**config.mk**
```make
export PLATFORM = sky130hd
export DESIGN_NAME = ascon_round_ctrl
export DESIGN_NICKNAME = d
export VERILOG_FILES = /design/src/rtl/ascon_round_ctrl.sv
export SDC_FILE = /design/constraint.sdc
export NUM_CORES = 1
export LEC_CHECK = 0
export CELL_PAD_IN_SITES_DETAIL_PLACEMENT = 1
export CELL_PAD_IN_SITES_GLOBAL_PLACEMENT = 1
export CORE_UTILIZATION = 32
export DETAILED_ROUTE_END_ITERATION = 8
export PLACE_DENSITY_LB_ADDON = 0.2
export SLEW_MARGIN = 0
export SYNTH_ARGS = -nofsm -noshare
export SYNTH_HDL_FRONTEND = slang
export SYNTH_SLANG_ARGS = --single-unit
```
**constraint.sdc**
```tcl
create_clock -name clock_i -period 3 [get_ports clock_i]
set_clock_uncertainty 0.15 [all_clocks]
set_input_delay 0.3 -clock clock_i [delete_from_list [all_inputs] [get_ports clock_i]]
set_output_delay 0.3 -clock clock_i [all_outputs]
set_load 0.02 [all_outputs]
```
**src/rtl/ascon_round_ctrl.sv**
```systemverilog
// Round/phase sequencer for an ASCON-128a permutation_xor datapath (single AD block, N PT blocks).
// Optional stall watchdog in WAIT_AD/WAIT_PT is enabled by defining ASCON_TIMEOUT_EN.
module ascon_round_ctrl (
  input  logic       clock_i,
  input  logic       reset_i,
  input  logic       start_i,
  input  logic       data_valid_i,
  input  logic       last_i,
  output logic       data_ready_o,
  output logic       enable_o,
  output logic       input_mode_o,
  output logic       bypass_xor_end_o,
  output logic       en_xor_begin_key_o,
  output logic       en_xor_begin_data_o,
  output logic       mode_xor_key_o,
  output logic [3:0] round_o,
  output logic       cipher_valid_o,
  output logic       tag_valid_o,
  output logic       busy_o,
  output logic       error_o
);

  localparam int unsigned RND_W = 4;
  localparam logic [RND_W-1:0] RND_FIRST = RND_W'(0);
  localparam logic [RND_W-1:0] RND_DATA  = RND_W'(4);
  localparam logic [RND_W-1:0] RND_LAST  = RND_W'(11);

  typedef enum logic [2:0] {
    S_IDLE, S_INIT, S_WAIT_AD, S_AD, S_WAIT_PT, S_PT, S_FINAL, S_DONE
  } state_e;

  state_e           state_q, state_d;
  logic [RND_W-1:0] rnd_q, rnd_d;
  logic             waiting_c;
  logic             xfer_c;
  logic             timeout_c;

  assign waiting_c = (state_q == S_WAIT_AD) || (state_q == S_WAIT_PT);
  assign xfer_c    = waiting_c && data_valid_i;

`ifdef ASCON_TIMEOUT_EN
  localparam int unsigned TO_W = 8;
  localparam logic [TO_W-1:0] TO_MAX = '1;

  logic [TO_W-1:0] to_cnt_q, to_cnt_d;
  logic            err_q;

  // Counts idle wait cycles; clears on transfer or on leaving the wait states.
  always_comb begin
    to_cnt_d  = '0;
    timeout_c = 1'b0;
    if (waiting_c && !xfer_c) begin
      if (to_cnt_q == TO_MAX) begin
        timeout_c = 1'b1;
      end else begin
        to_cnt_d = to_cnt_q + TO_W'(1);
      end
    end
  end

  always_ff @(posedge clock_i) begin
    if (reset_i) begin
      to_cnt_q <= '0;
      err_q    <= 1'b0;
    end else begin
      to_cnt_q <= to_cnt_d;
      err_q    <= timeout_c;
    end
  end

  assign error_o = err_q;
`else
  assign timeout_c = 1'b0;
  assign error_o   = 1'b0;
`endif

  always_ff @(posedge clock_i) begin
    if (reset_i) begin
      state_q <= S_IDLE;
      rnd_q   <= RND_FIRST;
    end else begin
      state_q <= state_d;
      rnd_q   <= rnd_d;
    end
  end

  // Next-state and round counter
  always_comb begin
    state_d = state_q;
    rnd_d   = rnd_q;
    case (state_q)
      S_IDLE: begin
        rnd_d = RND_FIRST;
        if (start_i) state_d = S_INIT;
      end
      S_INIT: begin
        rnd_d = rnd_q + RND_W'(1);
        if (rnd_q == RND_LAST) state_d = S_WAIT_AD;
      end
      S_WAIT_AD: begin
        if (timeout_c) begin
          state_d = S_IDLE;
          rnd_d   = RND_FIRST;
        end else if (data_valid_i) begin
          state_d = S_AD;
          rnd_d   = RND_DATA;
        end
      end
      S_AD: begin
        rnd_d = rnd_q + RND_W'(1);
        if (rnd_q == RND_LAST) state_d = S_WAIT_PT;
      end
      S_WAIT_PT: begin
        if (timeout_c) begin
          state_d = S_IDLE;
          rnd_d   = RND_FIRST;
        end else if (data_valid_i) begin
          if (last_i) begin
            state_d = S_FINAL;
            rnd_d   = RND_FIRST;
          end else begin
            state_d = S_PT;
            rnd_d   = RND_DATA;
          end
        end
      end
      S_PT: begin
        rnd_d = rnd_q + RND_W'(1);
        if (rnd_q == RND_LAST) state_d = S_WAIT_PT;
      end
      S_FINAL: begin
        rnd_d = rnd_q + RND_W'(1);
        if (rnd_q == RND_LAST) state_d = S_DONE;
      end
      S_DONE: begin
        state_d = S_IDLE;
        rnd_d   = RND_FIRST;
      end
      default: begin
        state_d = S_IDLE;
        rnd_d   = RND_FIRST;
      end
    endcase
  end

  // Moore output decode from state_q/rnd_q only
  always_comb begin
    data_ready_o        = 1'b0;
    enable_o            = 1'b0;
    input_mode_o        = 1'b0;
    bypass_xor_end_o    = 1'b1;
    en_xor_begin_key_o  = 1'b0;
    en_xor_begin_data_o = 1'b0;
    mode_xor_key_o      = 1'b0;
    cipher_valid_o      = 1'b0;
    tag_valid_o         = 1'b0;
    busy_o              = (state_q != S_IDLE);
    case (state_q)
      S_INIT: begin
        enable_o     = 1'b1;
        input_mode_o = (rnd_q != RND_FIRST);
        if (rnd_q == RND_LAST) bypass_xor_end_o = 1'b0;
      end
      S_WAIT_AD, S_WAIT_PT: data_ready_o = 1'b1;
      S_AD: begin
        enable_o     = 1'b1;
        input_mode_o = 1'b1;
        if (rnd_q == RND_DATA) en_xor_begin_data_o = 1'b1;
        if (rnd_q == RND_LAST) begin
          bypass_xor_end_o = 1'b0;
          mode_xor_key_o   = 1'b1;
        end
      end
      S_PT: begin
        enable_o     = 1'b1;
        input_mode_o = 1'b1;
        if (rnd_q == RND_DATA) begin
          en_xor_begin_data_o = 1'b1;
          cipher_valid_o      = 1'b1;
        end
      end
      S_FINAL: begin
        enable_o     = 1'b1;
        input_mode_o = 1'b1;
        if (rnd_q == RND_FIRST) begin
          en_xor_begin_data_o = 1'b1;
          en_xor_begin_key_o  = 1'b1;
          cipher_valid_o      = 1'b1;
        end
        if (rnd_q == RND_LAST) bypass_xor_end_o = 1'b0;
      end
      S_DONE: tag_valid_o = 1'b1;
      default: ;
    endcase
  end

  assign round_o = rnd_q;

endmodule

```
==> qor.csv, run 1 <==
stage;metric;value;unit
sta;smallest hold slack;474;ps
logic_synthesis;sequential area share after synthesis;24.4;%
cells_and_area;FILL cells;204;
sta;final setup violation count;0;
cells_and_area;ANT cells;0;
cts;worst-skew pair later-pin latency;240;ps
placed_design;count of input and output buffers;18;
critical_path;startpoint of the lowest-slack register-to-register path;state_q[1];
critical_path;Worst Reg2Reg Path Length in Cells;4;
sta;clock period minus worst slack;2650;ps
critical_path;CP endpoint;input_mode_o;
critical_path;kind of end point of the critical path;output port;
placed_design;half-perimeter wire length of the detailed placement result;1.18;mm
die;die area;1970;µm²
detailed_routing;via density per instance;5.22;
global_route;global-route wire length before repair;2.53;mm
detailed_routing;final wirelength;1.55;mm
power;total leakage power;0.277;nW
sta;total count of hold-check failures in the final report;0;
run_status;result of the run;finished clean;
logic_synthesis;number of distinct library cell variants in the gate-level netlist after synthesis;32;
cts;maximum clock insertion buffer count;2;
sta;final worst path period share;88.5;%
detailed_routing;Routed Antenna Nets;0;
logic_synthesis;area of the mapped netlist;574;µm²
run;max-capacitance violation count;0;
die;starting density of the core;36.0;%
cts;number of gates resized after CTS;0;
global_route;leftover overflow at the end of global routing;0;
global_route;initial antenna violation count;0;
sta;Final Slew Violations;0;
detailed_routing;routed wirelength normalized by instance count;12.8;µm
hold_path;origin of the worst min-delay path;round_o[0];
placed_design;total placed instance area;751;µm²
critical_path;required time at the endpoint of the critical path;2550;ps
critical_path;highest net fanout along the worst path;16;
cts;post-CTS setup repair buffer count;0;
logic_synthesis;average footprint of a synthesized cell;7.18;µm²
critical_path;crit path DAT;2200;ps
critical_path;Critical R2R Capture;round_o[3];
detailed_routing;total iterations of the first detailed-routing run;4;
sta;timing-limited maximum frequency;0.377;GHz
cts;cell at the root of the clock tree;sky130_fd_sc_hd__clkbuf_4;
cts;clock-pin slew on the worst setup and hold paths;50;ps
detailed_routing;Remaining DRCs;0;
hold_path;classification of the worst-slack hold path;register to register;
detailed_routing;initial detailed-routing violation count;11;
logic_synthesis;count of mapped cells out of synthesis;80;
detailed_routing;via count;632;
critical_path;worst setup path startpoint;state_q[1];
cts;TritonCTS clock tree;built;
cts;TritonCTS buffer count;3;
global_route;via count of the first global-routing pass;559;
critical_path;Worst Setup Start Kind;register;
logic_synthesis;Yosys top cell by area;sky130_fd_sc_hd__dfxtp_1;
cells_and_area;post-route design area;777;µm²
cts;count of H-tree levels built during CTS;1;
die;height of the chip;44.4;µm
global_route;All-Layer GR Usage;17.7;%
die;core area;1590;µm²
sta;total negative setup slack;0;ps
cts;clock sink count;7;
cells_and_area;Total Nets Final;105;
die;I/O pin count;20;
logic_synthesis;share of the synthesized area in the top cell type;24.4;%
sta;Slew Limit Headroom;66.3;%
cts;post-cts hold buffer count;0;
cells_and_area;relative area change from synthesis to final layout;35.3;%
logic_synthesis;leading post-synthesis cells by cell area;sky130_fd_sc_hd__dfxtp_1, sky130_fd_sc_hd__nor2_1, sky130_fd_sc_hd__a21oi_1;
sta;actual slew at the worst max-slew pin;506;ps
die;standard-cell rows;14;
global_route;largest net degree at the start of global routing;17;
logic_synthesis;Synthesis Warnings;0;
cells_and_area;fraction of final layout cells with drive strength greater than 1;7.22;%
critical_path;register-to-register setup slack;1270;ps
placed_design;RD Place Congestion;0.786;
critical_path;category of the most critical setup path;register to output port;
power;total power divided by cell area;350;nW/µm²
logic_synthesis;flip-flop and latch count after synthesis;7;
cells_and_area;non-filler instance count after layout;121;
placed_design;placed cell count;117;
power;peak supply drop;0.225;mV
die;Die W;44.4;µm
sta;RSZ-0062 raised after global routing;false;
logic_synthesis;syn nets;87;
==> power breakdown <==
part           total (mW)  internal [mW]  leakage (nW)  switching (mW)
combinational      0.0779         0.0369         0.205          0.0410
sequential          0.113         0.0982        0.0571          0.0150
clock              0.0812         0.0505        0.0150          0.0307
total               0.272          0.186         0.277          0.0867
==> layout by cell type (no fill, tap or decap), types with 2 or more instances in the layout <==
master and instances:
sky130_fd_sc_hd__nand3_1 3, sky130_fd_sc_hd__a31oi_1 3, sky130_fd_sc_hd__a21boi_0 2, sky130_fd_sc_hd__clkbuf_4 3, sky130_fd_sc_hd__a21oi_1 7, sky130_fd_sc_hd__nand2b_1 2, sky130_fd_sc_hd__or3_1 2, sky130_fd_sc_hd__clkdlybuf4s50_1 18
sky130_fd_sc_hd__dfxtp_1 7, sky130_fd_sc_hd__nand3b_1 3, sky130_fd_sc_hd__ha_1 2, sky130_fd_sc_hd__nor3_1 2, sky130_fd_sc_hd__o21ai_0 2, sky130_fd_sc_hd__nand2_1 7, sky130_fd_sc_hd__inv_1 4, sky130_fd_sc_hd__nor2_1 13
==> cells by family after synthesis <==
| family | after synthesis | share of synthesized area, % |
|---|---|---|
| mux | 1 | 1.74 |
| xor+xnor | 2 | 3.05 |
| compound gates | 20 | 24.0 |
| fa+ha+maj | 2 | 4.36 |
| flops | 7 | 24.4 |
| other cells | 1 | 0.653 |
| simple gates | 37 | 32.0 |
| buf+inv | 10 | 9.80 |
==> worst min path at each step <==
stage / endpoint / depth (start not counted)
5_1_grt: round_o[0] / 2
4_1_cts: round_o[0] / 2
2_1_floorplan: round_o[2] / 1
3_5_place_dp: round_o[0] / 2
6_report: round_o[0] / 2
3_3_place_gp: round_o[3] / 2
==> stage by stage <==
stage / util, % / power (mW) / worst slack, ps
after global placement: 47.1 / 0.190 / 683
after global routing: 48.7 / 0.294 / 176
after detailed placement: 47.1 / 0.192 / 639
after floorplan: - / 0.164 / 955
final: 48.7 / 0.272 / 345
after CTS: 48.7 / 0.276 / 368
==> cells in the mapped netlist <==
cell type / instances
sky130_fd_sc_hd__a311o_1: 1
sky130_fd_sc_hd__xor2_1: 1
sky130_fd_sc_hd__nor3_1: 2
sky130_fd_sc_hd__nor2b_1: 1
sky130_fd_sc_hd__o21a_1: 1
sky130_fd_sc_hd__xnor2_1: 1
sky130_fd_sc_hd__buf_4: 2
sky130_fd_sc_hd__buf_2: 3
sky130_fd_sc_hd__nor3_2: 1
sky130_fd_sc_hd__a21boi_0: 2
sky130_fd_sc_hd__a22oi_1: 1
sky130_fd_sc_hd__nor3b_1: 1
sky130_fd_sc_hd__nor2_2: 1
sky130_fd_sc_hd__nand3b_1: 3
sky130_fd_sc_hd__a221oi_2: 1
sky130_fd_sc_hd__nand2b_1: 2
sky130_fd_sc_hd__o21ai_0: 2
sky130_fd_sc_hd__or3_1: 2
sky130_fd_sc_hd__nor2_1: 13
sky130_fd_sc_hd__dfxtp_1: 7
sky130_fd_sc_hd__conb_1: 1
sky130_fd_sc_hd__nand2_1: 7
sky130_fd_sc_hd__ha_1: 2
sky130_fd_sc_hd__o32a_1: 1
sky130_fd_sc_hd__o221ai_1: 1
sky130_fd_sc_hd__and3_1: 1
sky130_fd_sc_hd__a21oi_1: 7
sky130_fd_sc_hd__nand3_1: 3
sky130_fd_sc_hd__buf_6: 1
sky130_fd_sc_hd__a31oi_1: 3
sky130_fd_sc_hd__mux2i_1: 1
sky130_fd_sc_hd__inv_1: 4
==> registers in the layout, indices dropped and copies added, names as in the netlist <==
signal,cells
state_q,3
round_o,4
==> critical path, cell delays in order (launching register included) <==
cell and delay, ps:
sky130_fd_sc_hd__dfxtp_1 630, sky130_fd_sc_hd__a21oi_1 250, sky130_fd_sc_hd__nor2_2 240, sky130_fd_sc_hd__a21boi_0 210, sky130_fd_sc_hd__clkdlybuf4s50_1 630
==> area by class of cell <==
type / instances / area [µm²] / share of cell area (%)
Timing Repair Buffer: 19 / 188 / 24.2
Inverter: 4 / 15.0 / 1.93
Tap cell: 24 / 30.0 / 3.86
Clock buffer: 4 / 26.3 / 3.38
Multi-Input combinational cell: 63 / 378 / 48.6
Sequential cell: 7 / 140 / 18.0
==> routing by layer <==
metal	wire [µm]	share of wire (%)	track usage (%)	vias up
li1	-	-	-	316
met1	753	49	23.1	286
met2	689	44	26.5	24
met3	56	3.6	2.45	6
met4	53	3.4	12.7	0
met5	0	0	0	-
No activity file was read; power rests on OpenSTA's default activity.
==> inputs of run 2 (changes only) <==
--- a/config.mk
+++ b/config.mk
@@ -7,8 +7,10 @@
 export LEC_CHECK = 0
 export CELL_PAD_IN_SITES_DETAIL_PLACEMENT = 1
 export CELL_PAD_IN_SITES_GLOBAL_PLACEMENT = 1
-export CORE_UTILIZATION = 32
+export CORE_MARGIN = 2
+export CORE_UTILIZATION = 43
 export DETAILED_ROUTE_END_ITERATION = 8
+export DONT_BUFFER_PORTS = 1
 export PLACE_DENSITY_LB_ADDON = 0.2
 export SLEW_MARGIN = 0
 export SYNTH_ARGS = -nofsm -noshare
==> run 2 against run 1 <==
  * Power down 2.8%
  * Final cell count fell by 21%
  * Die area shrank 16%
  * Via count decreased by 13%
  * Flip-flop and latch count stayed put
  * Sequential share of layout area increased by 5.5 points
  * Design area down 23%
  * Maximum frequency up 7.7%
  * Setup slack improved by 190 ps
  * Combinational power is 29% lower
  * Core utilization decreased by 1.8 points
  * Largest cell class unchanged
==> qor.csv, run 2 (synthesis gave the netlist of run 1 again) <==
stage;metric;value;unit;change
run_status;result of the run;finished clean;;unchanged
cells_and_area;post-route design area;596;µm²;was 777 µm²
critical_path;critical path's largest stage delay;690;ps;was 630 ps
critical_path;required time at the endpoint of the critical path;2550;ps;about the same
die;die area;1640;µm²;was 1970 µm²
critical_path;Worst Setup Start Kind;register;;unchanged
power;total power divided by cell area;444;nW/µm²;was 350 nW/µm²
cells_and_area;flip-flop count of the largest register after layout;4;;unchanged
sta;timing-limited maximum frequency;0.406;GHz;was 0.377 GHz
die;Die W;40.5;µm;was 44.4 µm
cells_and_area;FILL cells;174;;was 204
cts;cell at the root of the clock tree;sky130_fd_sc_hd__clkbuf_4;;unchanged
detailed_routing;initial detailed-routing violation count;14;;was 11
die;starting density of the core;45.3;%;was 36.0%
sta;Final Slew Violations;0;;unchanged
global_route;initial antenna violation count;0;;unchanged
detailed_routing;final wirelength;1.42;mm;was 1.55 mm
cts;post-CTS setup repair buffer count;0;;unchanged
cts;maximum clock insertion buffer count;2;;unchanged
sta;RSZ-0062 raised after global routing;false;;unchanged
power;peak supply drop;0.193;mV;was 0.225 mV
cts;clock-pin slew on the worst setup and hold paths;60;ps;was 50 ps
critical_path;cell-by-cell trace of the critical path;a21oi_1 -> nor2_2 -> a21boi_0 -> buf_4;;was a21oi_1 -> nor2_2 -> a21boi_0 -> clkdlybuf4s50_1
critical_path;crit path DAT;2010;ps;was 2200 ps
cts;TritonCTS buffer count;3;;unchanged
global_route;via count of the first global-routing pass;468;;was 559
global_route;met3 demand-to-capacity share in global routing;6.11;%;was 2.45%
sta;actual slew at the worst max-slew pin;584;ps;was 506 ps
sta;clock period minus worst slack;2460;ps;was 2650 ps
power;net switching fraction of the power;35.4;%;was 31.8%
power;part of the total power dissipated in combinational logic;21.0;%;was 28.6%
sta;final worst path period share;82.2;%;was 88.5%
power;total internal power;0.171;mW;was 0.186 mW
cts;clock sink count;7;;unchanged
sta;total negative setup slack;0;ps;unchanged
die;height of the chip;40.5;µm;was 44.4 µm
cells_and_area;area taken by flip-flops and latches;140;µm²;unchanged
placed_design;RD Place Congestion;0.718;;was 0.786
global_route;largest net degree at the start of global routing;20;;was 17
critical_path;highest net fanout along the worst path;19;;was 16
run;max-capacitance violation count;0;;unchanged
cells_and_area;ANT cells;0;;unchanged
global_route;met2 track demand over resource;28.2;%;was 26.5%
global_route;global-route wire length before repair;2.09;mm;was 2.53 mm
cells_and_area;leading cell types in the layout, fill and taps excluded;sky130_fd_sc_hd__nor2_1, sky130_fd_sc_hd__nand2_1, sky130_fd_sc_hd__a21oi_1, sky130_fd_sc_hd__dfxtp_1, sky130_fd_sc_hd__inv_1;;was sky130_fd_sc_hd__clkdlybuf4s50_1, sky130_fd_sc_hd__nor2_1, sky130_fd_sc_hd__nand2_1, sky130_fd_sc_hd__a21oi_1, sky130_fd_sc_hd__dfxtp_1
cells_and_area;footprint of the multi-input gates;378;µm²;unchanged
cts;count of H-tree levels built during CTS;1;;unchanged
power;Flop pwr share;43.6;%;was 41.6%
sta;final setup violation count;0;;unchanged
die;core area;1270;µm²;was 1590 µm²
sta;Slew Limit Headroom;61.0;%;was 66.3%
placed_design;total placed instance area;559;µm²;was 751 µm²
critical_path;slowest stage cell on the critical path;sky130_fd_sc_hd__dfxtp_1;;unchanged
cells_and_area;commonest non-fill, non-tap cell in the layout;sky130_fd_sc_hd__nor2_1;;was sky130_fd_sc_hd__clkdlybuf4s50_1
global_route;leftover overflow at the end of global routing;0;;unchanged
power;Net Sw Power;0.0935;mW;was 0.0867 mW
global_route;All-Layer GR Usage;19.8;%;was 17.7%
sta;smallest hold slack;50.8;ps;was 474 ps
die;I/O pin count;20;;unchanged
critical_path;kind of end point of the critical path;output port;;unchanged
power;share of power burned in the clock network;35.4;%;was 29.8%
sta;total count of hold-check failures in the final report;0;;unchanged
global_route;met1 Resource Use GR;27.2;%;was 23.1%
detailed_routing;total iterations of the first detailed-routing run;3;;was 4
power;total leakage power;0.216;nW;was 0.277 nW
placed_design;count of input and output buffers;0;;was 18
global_route;GRT Max-Usage Layer;met2;;unchanged
hold_path;classification of the worst-slack hold path;primary input to register;;was register to register
placed_design;half-perimeter wire length of the detailed placement result;1.01;mm;was 1.18 mm
cts;worst-skew pair later-pin latency;260;ps;was 240 ps
cells_and_area;fraction of final layout cells with drive strength greater than 1;8.75;%;was 7.22%
die;standard-cell rows;13;;was 14
cells_and_area;Total Nets Final;88;;was 105
detailed_routing;routed wirelength normalized by instance count;14.9;µm;was 12.8 µm
detailed_routing;Remaining DRCs;0;;unchanged
detailed_routing;Routed Antenna Nets;0;;unchanged
detailed_routing;via count;551;;was 632
cells_and_area;relative area change from synthesis to final layout;3.70;%;was 35.3%
detailed_routing;via density per instance;5.80;;was 5.22
critical_path;category of the most critical setup path;register to output port;;unchanged
cts;TritonCTS clock tree;built;;unchanged
## run 2: changes by cell type in the layout (fill, tap and decap cells not counted)
cell	change
sky130_fd_sc_hd__dlygate4sd3_1	+1
sky130_fd_sc_hd__clkdlybuf4s50_1	-18
## run 2: final cells by class
type	count	share of cell area, %
multi-input cells	63	63.4
well taps	15	3.15
inverters	4	2.52
flip-flops and latches	7	23.5
clock buffers	4	4.41
repair buffers	2	2.94
## run 2: repair_timing
| action | 4_1_cts | 5_1_grt |
|---|---|---|
| hold endpoints to repair | 6 | 0 |
| hold buffers | 1 | 0 |
| gates resized for setup | 0 | 0 |
## run 2: routing by layer
metal  part of all wire (%)  wire length, µm  vias up
li1                       -                -      279
met1                     49              698      254
met2                     43              603       16
met3                    7.3              104        2
met4                   0.71               10        0
met5                      0                0        -
## run 2: final timing paths
kind	depth (start not counted)	start	slack, ps	endpoint
setup / recovery	4	state_q[2]	540	input_mode_o
hold reg to reg	2	round_o[3]	510	round_o[3]
setup reg to reg	4	state_q[2]	1120	round_o[3]
hold / removal	2	reset_i	50	state_q[0]
## run 2: power groups by stage
stage | sequential (mW) | combinational (mW) | clock [mW]
final | 0.115 | 0.0555 | 0.0937
after global routing | 0.117 | 0.0616 | 0.0962
after CTS | 0.115 | 0.0560 | 0.0939
after detailed placement | 0.117 | 0.0533 | 0
after global placement | 0.117 | 0.0527 | 0
after floorplan | 0.107 | 0.0574 | 0
## run 2: worst max-delay path, delay by kind of cell (launching register included)
family,cells,cell delay [ps]
and+or+nand+nor,1,390
buffers and inverters,1,170
AOI/OAI and AO/OA,2,500
DFF,1,690
## run 2: per-stage QoR
stage / total power, mW / util (%) / std cells / setup WS [ps]
after floorplan: 0.164 / - / 80 / 955
after global placement: 0.170 / 44.1 / 90 / 879
after detailed placement: 0.171 / 44.1 / 90 / 816
after CTS: 0.265 / 46.9 / 95 / 534
after global routing: 0.275 / 46.9 / 95 / 404
final: 0.264 / 46.9 / 95 / 535
==> inputs of run 3 (changes only) <==
--- a/config.mk
+++ b/config.mk
@@ -8,7 +8,7 @@
 export CELL_PAD_IN_SITES_DETAIL_PLACEMENT = 1
 export CELL_PAD_IN_SITES_GLOBAL_PLACEMENT = 1
 export CORE_MARGIN = 2
-export CORE_UTILIZATION = 43
+export CORE_UTILIZATION = 36
 export DETAILED_ROUTE_END_ITERATION = 8
 export DONT_BUFFER_PORTS = 1
 export PLACE_DENSITY_LB_ADDON = 0.2
==> constraint.sdc (replaced) <==
create_clock -name clock_i -period 2.1 [get_ports clock_i]
set_clock_uncertainty 0.15 [all_clocks]
set_input_delay 0.21 -clock clock_i [delete_from_list [all_inputs] [get_ports clock_i]]
set_output_delay 0.21 -clock clock_i [all_outputs]
set_load 0.02 [all_outputs]
==> run 3 against run 2 <==
  * Power increased by 43%
  * Via count increased by 2.9%
  * Final cell count rose by 7.4%
  * Setup slack worse by 390 ps
  * Clock-buffer cell count did not move
  * Global-route usage fell by 1.9 points
  * Register-to-register slack worse by 710 ps
  * Largest power group unchanged
  * Sequential power rose by 39%
  * First-iteration DRC count shrank 64%
  * Non-clock buffer count rose by 6
  * Die area increased by 17%
==> qor.csv, run 3 (synthesis gave the netlist of run 1 again) <==
stage;metric;value;unit;change
run_status;result of the run;finished clean;;unchanged
cells_and_area;end-of-flow core utilization;42.9;%;was 46.9%
sta;final worst path period share;93.3;%;
critical_path;register-to-register setup slack;410;ps;was 1120 ps
critical_path;startpoint of the lowest-slack register-to-register path;state_q[2];;unchanged
die;die area;1930;µm²;was 1640 µm²
detailed_routing;total iterations of the first detailed-routing run;2;;was 3
cts;maximum clock insertion buffer count;2;;unchanged
detailed_routing;final wirelength;1.56;mm;was 1.42 mm
sta;final setup violation count;0;;unchanged
cells_and_area;leading cell types in the layout, fill and taps excluded;sky130_fd_sc_hd__nor2_1, sky130_fd_sc_hd__nand2_1, sky130_fd_sc_hd__a21oi_1, sky130_fd_sc_hd__buf_4, sky130_fd_sc_hd__dfxtp_1;;was sky130_fd_sc_hd__nor2_1, sky130_fd_sc_hd__nand2_1, sky130_fd_sc_hd__a21oi_1, sky130_fd_sc_hd__dfxtp_1, sky130_fd_sc_hd__inv_1
die;core area;1510;µm²;was 1270 µm²
cells_and_area;commonest non-fill, non-tap cell in the layout;sky130_fd_sc_hd__nor2_1;;unchanged
die;I/O pin count;20;;unchanged
power;total leakage power;0.247;nW;was 0.216 nW
sta;timing-limited maximum frequency;0.511;GHz;
power;total power divided by cell area;585;nW/µm²;was 444 nW/µm²
sta;total negative setup slack;0;ps;unchanged
sta;Final Slew Violations;0;;unchanged
global_route;largest net degree at the start of global routing;17;;was 20
die;starting density of the core;38.1;%;was 45.3%
global_route;via count of the first global-routing pass;583;;was 468
cells_and_area;fraction of final layout cells with drive strength greater than 1;15.1;%;was 8.75%
global_route;global-route wire length before repair;2.50;mm;was 2.09 mm
global_route;All-Layer GR Usage;17.8;%;was 19.8%
cells_and_area;relative area change from synthesis to final layout;12.4;%;was 3.70%
hold_path;origin of the worst min-delay path;last_i;;was reset_i
die;Die W;43.9;µm;was 40.5 µm
placed_design;half-perimeter wire length of the detailed placement result;1.16;mm;was 1.01 mm
sta;smallest hold slack;29.9;ps;was 50.8 ps
critical_path;required time at the endpoint of the critical path;1740;ps;was 2550 ps
cts;TritonCTS buffer count;3;;unchanged
cells_and_area;flip-flop count of the largest register after layout;4;;unchanged
cts;cell at the root of the clock tree;sky130_fd_sc_hd__clkbuf_4;;unchanged
critical_path;kind of end point of the critical path;output port;;unchanged
die;height of the chip;43.9;µm;was 40.5 µm
hold_path;classification of the worst-slack hold path;primary input to register;;unchanged
cells_and_area;Total Nets Final;94;;was 88
detailed_routing;routed wirelength normalized by instance count;15.3;µm;was 14.9 µm
critical_path;category of the most critical setup path;register to output port;;unchanged
cts;worst-skew pair later-pin latency;250;ps;was 260 ps
critical_path;Worst Reg2Reg Path Length in Cells;4;;unchanged
cells_and_area;non-filler instance count after layout;102;;was 95
critical_path;crit path DAT;1600;ps;was 2010 ps
sta;clock period minus worst slack;1960;ps;
critical_path;worst setup path startpoint;round_o[3];;was state_q[2]
hold_path;cell depth of the worst hold path;2;;unchanged
detailed_routing;Routed Antenna Nets;0;;unchanged
detailed_routing;Remaining DRCs;0;;unchanged
die;standard-cell rows;14;;was 13
cts;post-CTS setup repair buffer count;0;;unchanged
power;peak supply drop;0.278;mV;was 0.193 mV
placed_design;placed cell count;96;;was 90
detailed_routing;via count;567;;was 551
global_route;leftover overflow at the end of global routing;0;;unchanged
sta;RSZ-0062 raised after global routing;false;;unchanged
critical_path;highest net fanout along the worst path;7;;was 19
placed_design;RD Place Congestion;0.736;;was 0.718
cts;clock sink count;7;;unchanged
run;max-capacitance violation count;0;;unchanged
critical_path;Worst Setup Start Kind;register;;unchanged
global_route;initial antenna violation count;0;;unchanged
placed_design;count of input and output buffers;0;;unchanged
cts;count of H-tree levels built during CTS;1;;unchanged
sta;total count of hold-check failures in the final report;0;;unchanged
detailed_routing;initial detailed-routing violation count;5;;was 14
cts;clock-pin slew on the worst setup and hold paths;60;ps;about the same
detailed_routing;via density per instance;5.56;;was 5.80
cts;TritonCTS clock tree;built;;unchanged
cells_and_area;ANT cells;0;;unchanged
power;sum of internal, switching and leakage power;0.377;mW;was 0.264 mW
-- run 3: routing by layer --
| layer | track usage [%] | routed length [µm] | vias up |
|---|---|---|---|
| met5 | 0 | 0 | - |
| met3 | 6.25 | 72 | 2 |
| met2 | 31.8 | 774 | 13 |
| li1 | - | - | 289 |
| met1 | 19.5 | 699 | 263 |
| met4 | 5.45 | 11 | 0 |
-- run 3: worst paths after layout --
kind,endpoint
hold / removal,state_q[0]
setup reg to reg,state_q[1]
setup / recovery,mode_xor_key_o
hold reg to reg,state_q[1]
-- run 3: power breakdown --
group	leakage, nW	switching [mW]	internal, mW
clock network	0.0150	0.0510	0.0726
registers	0.0575	0.0199	0.140
logic	0.175	0.0562	0.0373
total	0.247	0.127	0.250
-- run 3: area by class of cell --
cell class / instances / area (µm²)
Fill cell: 194 / 861
Multi-Input combinational cell: 63 / 378
Clock buffer: 4 / 26.3
Sequential cell: 7 / 141
Tap cell: 16 / 20.0
Inverter: 4 / 15.0
Timing Repair Buffer: 8 / 65.1
-- run 3: repair_timing --
item,4_1_cts,5_1_grt
hold buffers,2,0
endpoints found under the setup margin,0,2
gates resized for setup,0,1
hold endpoints to repair,7,0
-- run 3: critical path, stage by stage (launching register included) --
cell,delay (ps)
sky130_fd_sc_hd__dfxtp_1,540
sky130_fd_sc_hd__nand3b_1,250
sky130_fd_sc_hd__or3_1,390
sky130_fd_sc_hd__inv_1,170
-- run 3: per-stage QoR --
step / instance area, µm² / worst slack (ps)
after floorplan: 574 / 145
after global placement: 598 / 364
after detailed placement: 598 / 373
after CTS: 644 / 89.1
after global routing: 646 / 50.7
final: 646 / 141
